### config.mk
export PLATFORM = sky130hd
export DESIGN_NAME = uart_tx_arbiter
export DESIGN_NICKNAME = d
export VERILOG_FILES = /design/src/rtl/uart_tx_arbiter.sv
export SDC_FILE = /design/constraint.sdc
export NUM_CORES = 1
export LEC_CHECK = 0
export ABC_AREA = 1
export CORE_UTILIZATION = 52
export DETAILED_ROUTE_END_ITERATION = 7
export HOLD_SLACK_MARGIN = 0.08
export PLACE_DENSITY = 0.81
export SLEW_MARGIN = 15
export SYNTH_ARGS = -nofsm -noshare
export SYNTH_HDL_FRONTEND = slang
export SYNTH_SLANG_ARGS = --single-unit
### constraint.sdc
create_clock -name clk_i -period 3.26 [get_ports clk_i]
set_input_delay 0.326 -clock clk_i [delete_from_list [all_inputs] [get_ports clk_i]]
set_output_delay 0.326 -clock clk_i [all_outputs]
set_load 0.05 [all_outputs]
### src/rtl/uart_tx_arbiter.sv
// Round-robin arbiter sharing one UART transmitter among NUM_REQ byte sources.
// Optional WAIT-state watchdog enabled by defining UART_ARB_TIMEOUT_EN.
module uart_tx_arbiter #(
   parameter int NUM_REQ        = 4,
   parameter int DATA_BITS      = 8,
   parameter int TIMEOUT_CYCLES = 65536
) (
   input  logic                         clk_i,
   input  logic                         rst_i,
   input  logic [NUM_REQ-1:0]           req_valid_i,
   input  logic [NUM_REQ*DATA_BITS-1:0] req_data_i,
   output logic [NUM_REQ-1:0]           req_ack_o,
   output logic [2:0]                   grant_id_o,
   output logic                         tx_send_o,
   output logic [DATA_BITS-1:0]         tx_data_o,
   input  logic                         tx_done_i,
   output logic                         busy_o,
   output logic                         tx_timeout_o
);

   typedef enum logic [1:0] {S_IDLE, S_SEND, S_WAIT} state_t;

   state_t                 state_q;
   logic [2:0]             last_q;
   logic [2:0]             grant_q;
   logic [NUM_REQ-1:0]     ack_q;
   logic                   send_q;
   logic [DATA_BITS-1:0]   data_q;
   logic                   busy_q;

   logic                   found_d;
   logic [2:0]             sel_d;
   logic [NUM_REQ-1:0]     sel_oh_d;
   logic [DATA_BITS-1:0]   sel_data_d;

`ifdef UART_ARB_TIMEOUT_EN
   localparam int WDW = (TIMEOUT_CYCLES > 2) ? $clog2(TIMEOUT_CYCLES) : 1;
   localparam logic [WDW-1:0] WD_MAX = WDW'(TIMEOUT_CYCLES - 1);
   logic [WDW-1:0] wd_q;
   logic           timeout_q;
   assign tx_timeout_o = timeout_q;
`else
   logic unused_cfg;
   assign unused_cfg   = ^TIMEOUT_CYCLES;
   assign tx_timeout_o = 1'b0;
`endif

   // First pending requester searching upward from last_grant+1, wrapping.
   always_comb begin
      int t;
      t          = 0;
      found_d    = 1'b0;
      sel_d      = '0;
      sel_oh_d   = '0;
      sel_data_d = '0;
      for (int k = 1; k <= NUM_REQ; k++) begin
         t = int'(last_q) + k;
         if (t >= NUM_REQ) t = t - NUM_REQ;
         if (!found_d && req_valid_i[t]) begin
            found_d     = 1'b1;
            sel_d       = 3'(t);
            sel_oh_d[t] = 1'b1;
            sel_data_d  = req_data_i[t*DATA_BITS +: DATA_BITS];
         end
      end
   end

   always_ff @(posedge clk_i or posedge rst_i) begin
      if (rst_i) begin
         state_q   <= S_IDLE;
         last_q    <= 3'(NUM_REQ - 1);
         grant_q   <= 3'(NUM_REQ - 1);
         ack_q     <= '0;
         send_q    <= 1'b0;
         data_q    <= '0;
         busy_q    <= 1'b0;
`ifdef UART_ARB_TIMEOUT_EN
         wd_q      <= '0;
         timeout_q <= 1'b0;
`endif
      end else begin
         ack_q  <= '0;
         send_q <= 1'b0;
`ifdef UART_ARB_TIMEOUT_EN
         timeout_q <= 1'b0;
`endif
         case (state_q)
            S_IDLE: begin
               if (found_d) begin
                  data_q  <= sel_data_d;
                  grant_q <= sel_d;
                  ack_q   <= sel_oh_d;
                  busy_q  <= 1'b1;
                  state_q <= S_SEND;
               end
            end
            S_SEND: begin
               send_q  <= 1'b1;
               state_q <= S_WAIT;
`ifdef UART_ARB_TIMEOUT_EN
               wd_q    <= '0;
`endif
            end
            S_WAIT: begin
               // TX_DONE on the terminal-count cycle wins over the watchdog.
               if (tx_done_i) begin
                  last_q  <= grant_q;
                  busy_q  <= 1'b0;
                  state_q <= S_IDLE;
               end
`ifdef UART_ARB_TIMEOUT_EN
               else if (wd_q == WD_MAX) begin
                  timeout_q <= 1'b1;
                  last_q    <= grant_q;
                  busy_q    <= 1'b0;
                  state_q   <= S_IDLE;
               end else begin
                  wd_q <= wd_q + 1'b1;
               end
`endif
            end
            default: state_q <= S_IDLE;
         endcase
      end
   end

   assign req_ack_o  = ack_q;
   assign grant_id_o = grant_q;
   assign tx_send_o  = send_q;
   assign tx_data_o  = data_q;
   assign busy_o     = busy_q;

endmodule

**Yosys cells after proc, flatten, opt, wreduce, memory -nomap -nowiden**

Cells that the tools add are included.

- Word-level logic and storage cells: 103
- Output and inout port bits: 18
- Register bits: 22
- Input bits: 39

- Magnitude comparators: 12
- Equality and inequality tests: 4
- Bitwise operators: 3
- Reduce and logical (&&, ||, !) cells: 16
- Shift-type cells: 4
- Muxes and demuxes: 49
- Add/sub/neg operators: 8

Operators by type and width:

| operator | count |
|---|---|
| >= comparator 32 x 1 -> 1 bit, second input constant | 4 |
| < comparator 32 x 4 -> 1 bit, second input constant | 4 |
| two-way mux 32 bit | 4 |
| indexed part select 32 x 32 -> 8 bit | 4 |
| two-way mux 8 bit | 4 |
| two-way mux 4 bit | 6 |
| subtractor 4 x 3 -> 5 bit, second input constant | 4 |
| two-way mux 1 bit | 19 |
| >= comparator 4 x 3 -> 1 bit, second input constant | 4 |
| two-way mux 3 bit | 4 |
| bitwise OR 4 bit | 3 |
| adder 3 x 2 -> 4 bit, second input constant | 2 |
| binary-select mux 1 bit (select 2 bit) | 4 |
| demux 1 bit (select 2 bit) | 4 |
| logical AND 1 bit | 7 |
| one-hot mux 2 bit (3 select lines) | 1 |
| AND reduction 2 bit | 3 |
| adder 3 x 1 -> 4 bit, second input constant | 1 |
| adder 3 x 3 -> 4 bit, second input constant | 1 |
| two-way mux 2 bit | 2 |
| != test 2 bit, second input constant | 2 |
| logical NOT 1 bit | 3 |
| AND reduction 3 bit | 1 |
| equality test 2 x 1 -> 1 bit, second input constant | 1 |
| 4 further kinds | 4 |

**Longest topological paths before layout**

- Depth after elaboration: 18
- Depth in mapped cells: 16

**Worst setup path after synthesis**

Ideal clock, no wire load.

- Kind: flip-flop to flip-flop
- From: register last_q[1]
- To: register data_q[4], in the netlist tx_data_o[4]
- Path buffers: 3
- Path slack: 787 ps
- Stages on the path, launching flop included: 15
- Period minus slack after synthesis: 2473 ps
- Arrival time: 2355 ps
- Cell sequence: dfstp_2 buf_2 inv_2 clkbuf_1 ha_1 inv_2 nand2_2 nand2_4 nor2_8 nand3_2 nand2_2 inv_2 buf_6 nor2_1 nor2_1

- Cells in the longest elaborated chain, start to end: 17

RTL lines:

| item | RTL line | RTL |
|---|---|---|
| start, declared | 24 | `logic [2:0] last_q;` |
| start signal, assigned | 71 | `last_q <= 3'(NUM_REQ - 1);` |
| start signal, assigned | 107 | `last_q <= grant_q;` |
| adder 3 x 1 -> 4 bit | 57 | `t = int'(last_q) + k;` |
| subtractor 4 x 3 -> 5 bit or >= comparator 4 x 3 -> 1 bit (tied branches) | 58 | `if (t >= NUM_REQ) t = t - NUM_REQ;` |
| two-way mux 32 bit | 58 |  |
| binary-select mux 1 bit (select 2 bit) | 59 | `if (!found_d && req_valid_i[t]) begin` |
| two-way mux 1 bit (not written as such) (2 in series) | 59 |  |
| two-way mux 1 bit | 59 |  |
| logical NOT 1 bit | 59 |  |
| logical AND 1 bit | 59 |  |
| two-way mux 1 bit | 59 |  |
| logical NOT 1 bit | 59 |  |
| logical AND 1 bit | 59 |  |
| two-way mux 1 bit | 59 |  |
| logical NOT 1 bit | 59 |  |
| logical AND 1 bit | 59 |  |
| two-way mux 1 bit | 59 |  |
| AND reduction 2 bit (no line) | n/a |  |
| end signal, assigned | 90 | `data_q <= sel_data_d;` |
| end, declared | 28 | `logic [DATA_BITS-1:0] data_q;` |

Several ways; a longest one is shown, not always the timed one. The select of a mux whose other input is x is not followed.
A chain may end at the register's enable or synchronous reset.

**Worst setup path after layout**

- From: register last_q[0]
- To: register data_q[3], in the netlist tx_data_o[3]

The elaborated chain is that of the path after synthesis.

==> flow_summary_export.csv <==
group,metric,value,unit
global_route,gr-total-overflow,0,
clocking,cts_buffers,3,
power,combPwrFrac,0.811,
global_route,grt_pass1_wl,12200,um
worst_setup_path,worstPathArrival,2.72,ns
worst_setup_path,startpoint_type,"flop",
timing,skew,0.00702,ns
drt,remaining_drc_errors,0,
floorplanning,fp-row-count,25,
global_route,grt_pass1_vias,2697,
layout,drive_gt1_frac,0.0961,
clocking,cts.reportedPaths.clkPinSlew,0.08,ns
worst_setup_path,crit_path_end_kind,"flop",
clocking,root_buffer,"clkbuf_8",
power,pwr_density_cell,1160,nW/um^2
timing,hold_violations,0,
drt,wl,7290,um
synthesis,ys.warnings.count,0,
global_route,antenna_found_initial,0,
drt,final_antenna_net_count,0,
worst_setup_path,cp_slowest_stage_delay,0.69,ns
synthesis,synth-edff-count,0,
timing,worstMarginPinSlew,0.829,ns
power,p_leak,1.67,nW
synthesis,synth_top_area_share,0.213,
timing,rsz0062_at_grt,"false",
synthesis,syn_avg_cell_area,5.96,um^2
placed_design,place_area,3200,um^2
status,status,"completed",
clocking,cts_tree,"yes",
worst_setup_path,worst_ep_required_time,3.44,ns
global_route,grt_max_degree,44,
synthesis,syn-cell-area,2660,um^2
clocking,htree_num_levels,1,
layout,fill_cells,460,
timing,final.min_clock_period,2.54,ns
synthesis,syn_nets,501,
synthesis,yosysUniqueCellTypes,35,
power,netSwitchingFraction,0.601,
worst_setup_path,crit_path_max_fanout,36,
layout,final_area,3250,um^2
synthesis,synth_top_family_by_area,"simple AND/OR/NAND/NOR gates",
power,switchingPower,0.00228,W
floorplanning,die_w,73.6,um
worst_setup_path,crit_type,"flop to flop",
clocking,clk_latency,0.27,ns
placed_design,placedCellCount,552,
synthesis,synth_seq_cells,22,
synthesis,synthMuxAreaShare,0,
clocking,post-cts-setup-buffer-count,0,
layout,fin_nets,544,
power,clockPowerShare,0.052,
synthesis,ys_async_sr_fraction,1.00,
timing,min_period_over_period,0.779,
synthesis,synth-simple-area-share,0.453,
synthesis,synthCells,447,
clocking,cts_sinks,22,
placed_design,hpwl,5450,um
synthesis,synth_ff_type,"dfrtp_1",
synthesis,synth-adder-area-share,0.0705,
power,ir_drop,0.592,mV
drt,vias_per_cell,5.33,
floorplanning,die_h,73.6,um
power,intPower,0.00151,W
synthesis,yosysTopAreaCell,"nand2_1",
layout,final_cell_count_no_fill,556,
global_route,grtUsageTotal,0.290,
placed_design,place_congestion,0.915,
layout,register_area,556,um^2
layout,syn_to_final_growth,22.1,%
timing,whs,0.483,ns
floorplanning,io_pins,57,
drt,first_iter_violations,246,
clocking,cts_resized,0,
flow_run,cap_violations,0,
worst_setup_path,critPathLaunch,"last_q[0]",
layout,multi_input_area,1800,um^2
timing,drv_slew,0,
timing,finalSetupTns,0,ns
layout,diodes,0,
floorplanning,die_area,5410,um^2
floorplanning,fp.coreArea,4820,um^2
timing,setup_viol,0,
placed_design,io_buffers,55,
drt,vias,2963,
worst_setup_path,crit_chain,"buf_4 -> nand2_1 -> nand3_1 -> nand2_4 -> nor2_2 -> nand3_1 -> nand2_1 -> nor2_1 -> a21oi_1",
drt,drt-pass1-iter-count,5,
synthesis,yosysSeqAreaShare,0.209,
worst_hold_path,hp-class,"flop to flop",
timing,relSlewSlack,0.447,
clocking,hold_buffers,0,
power,seq_power_share,0.137,
worst_setup_path,rr_startpoint,"last_q[0]",
synthesis,synth-compound-area-share,0.147,
synthesis,synth.area.top_cells,"nand2_1 (21%), dfrtp_1 (17%), nand3_1 (7.7%), o21ai_0 (7.5%), ha_1 (7.0%)",
floorplanning,start_util,0.553,
drt,routedWlPerCell,13.1,um
timing,fmax,0.394,GHz
clocking,cts_buffer_depth,2,
synthesis,yosys.area_share.xor_xnor,0.00658,
worst_hold_path,min_from,"tx_data_o[1]",
worst_setup_path,critical_path.slowest_cell,"dfstp_2",
==> sequential cells by signal, indices dropped and copies added, names as in the netlist <==
register	cells
busy_o	1
tx_send_o	1
tx_data_o	8
req_ack_o	4
grant_id_o	3
last_q	3
state_q	2
==> worst max-delay path, delay by kind of cell, from the launching register on <==
family,cells,cell delay [ns]
buffers and inverters,1,0.37
AO/OA/AOI/OAI,1,0.18
AND/OR/NAND/NOR,7,1.19
flip-flops,1,0.69
==> layer usage <==
layer / vias to the layer above / global-route usage / routed length [um]
met5: - / 0 / 0
met4: 0 / 0.0897 / 162
met3: 17 / 0.0412 / 379
met2: 102 / 0.494 / 3560
met1: 1337 / 0.378 / 3190
li1: 1507 / - / -
==> synth_stat cells, types with 6 or more instances <==
master     n
nor2_1    49
buf_4      7
nand3_1   41
nand2_2    7
o21ai_0   40
inv_1     33
o21ai_1    9
nand2_1  151
buf_2      6
ha_1      15
dfrtp_1   18
nand4_1    6
a21oi_1   12
==> per-stage QoR <==
stage	utilization	setup WS, ns	power [W]
2_1_floorplan	-	0.787	0.00288
3_3_place_gp	0.663	0.829	0.00351
3_5_place_dp	0.663	0.789	0.00355
4_1_cts	0.675	0.774	0.00376
5_1_grt	0.675	0.509	0.00414
6_report	0.675	0.721	0.00378
==> final timing paths <==
path	to	slack, ns	cells after the start
setup / recovery	tx_data_o[3]	0.72	9
hold / removal	tx_data_o[1]	0.48	2
setup reg to reg	tx_data_o[3]	0.72	9
hold reg to reg	tx_data_o[1]	0.48	2
max in group asynchronous	tx_data_o[3]	2.22	2
min in group asynchronous	req_ack_o[3]	0.52	2
==> power groups by stage <==
stage	clock [W]	sequential, W	combinational (W)
finish	0.000198	0.000518	0.00307
global route	0.000211	0.000533	0.00340
CTS	0.000198	0.000518	0.00304
detailed placement	0	0.000523	0.00303
global placement	0	0.000518	0.00299
floorplan	0	0.000798	0.00208
==> final cells by class <==
cell class,count,area share
tap,67,0.0258
sequential,22,0.171
multi-input combinational,362,0.555
clock buffer,4,0.0169
timing repair buffer,62,0.186
inverter,39,0.0458
==> placed cells by master, fill, tap and decap left out, types with 2 or more instances in the layout <==
cell type        instances
o21ai_1                  9
clkdlybuf4s50_1         55
dfrtp_1                 18
buf_4                    7
xor2_1                   2
inv_2                    5
nand4_1                  6
nand2_1                151
inv_1                   33
nand2_4                  3
or2_2                    3
and2_1                   2
ha_1                    15
o21ai_0                 40
o211ai_1                 3
nor2_1                  49
nor2_2                   5
a22oi_1                  3
nand2_2                  7
nand3_2                  3
clkbuf_8                 4
a21oi_1                 12
dfstp_2                  4
nand3_1                 41
==> cells by family (layout without fill, tap and decap cells) <==
logic type               count (synthesis)  in the layout
flip-flops                              22             22
buffers and inverters                   63            105
AO/OA/AOI/OAI                           71             71
AND/OR/NAND/NOR                        273            273
XOR/XNOR                                 2              2
adder cells (fa/ha/maj)                 15             15
other                                    1              1
No activity file was read; power rests on OpenSTA's default activity.
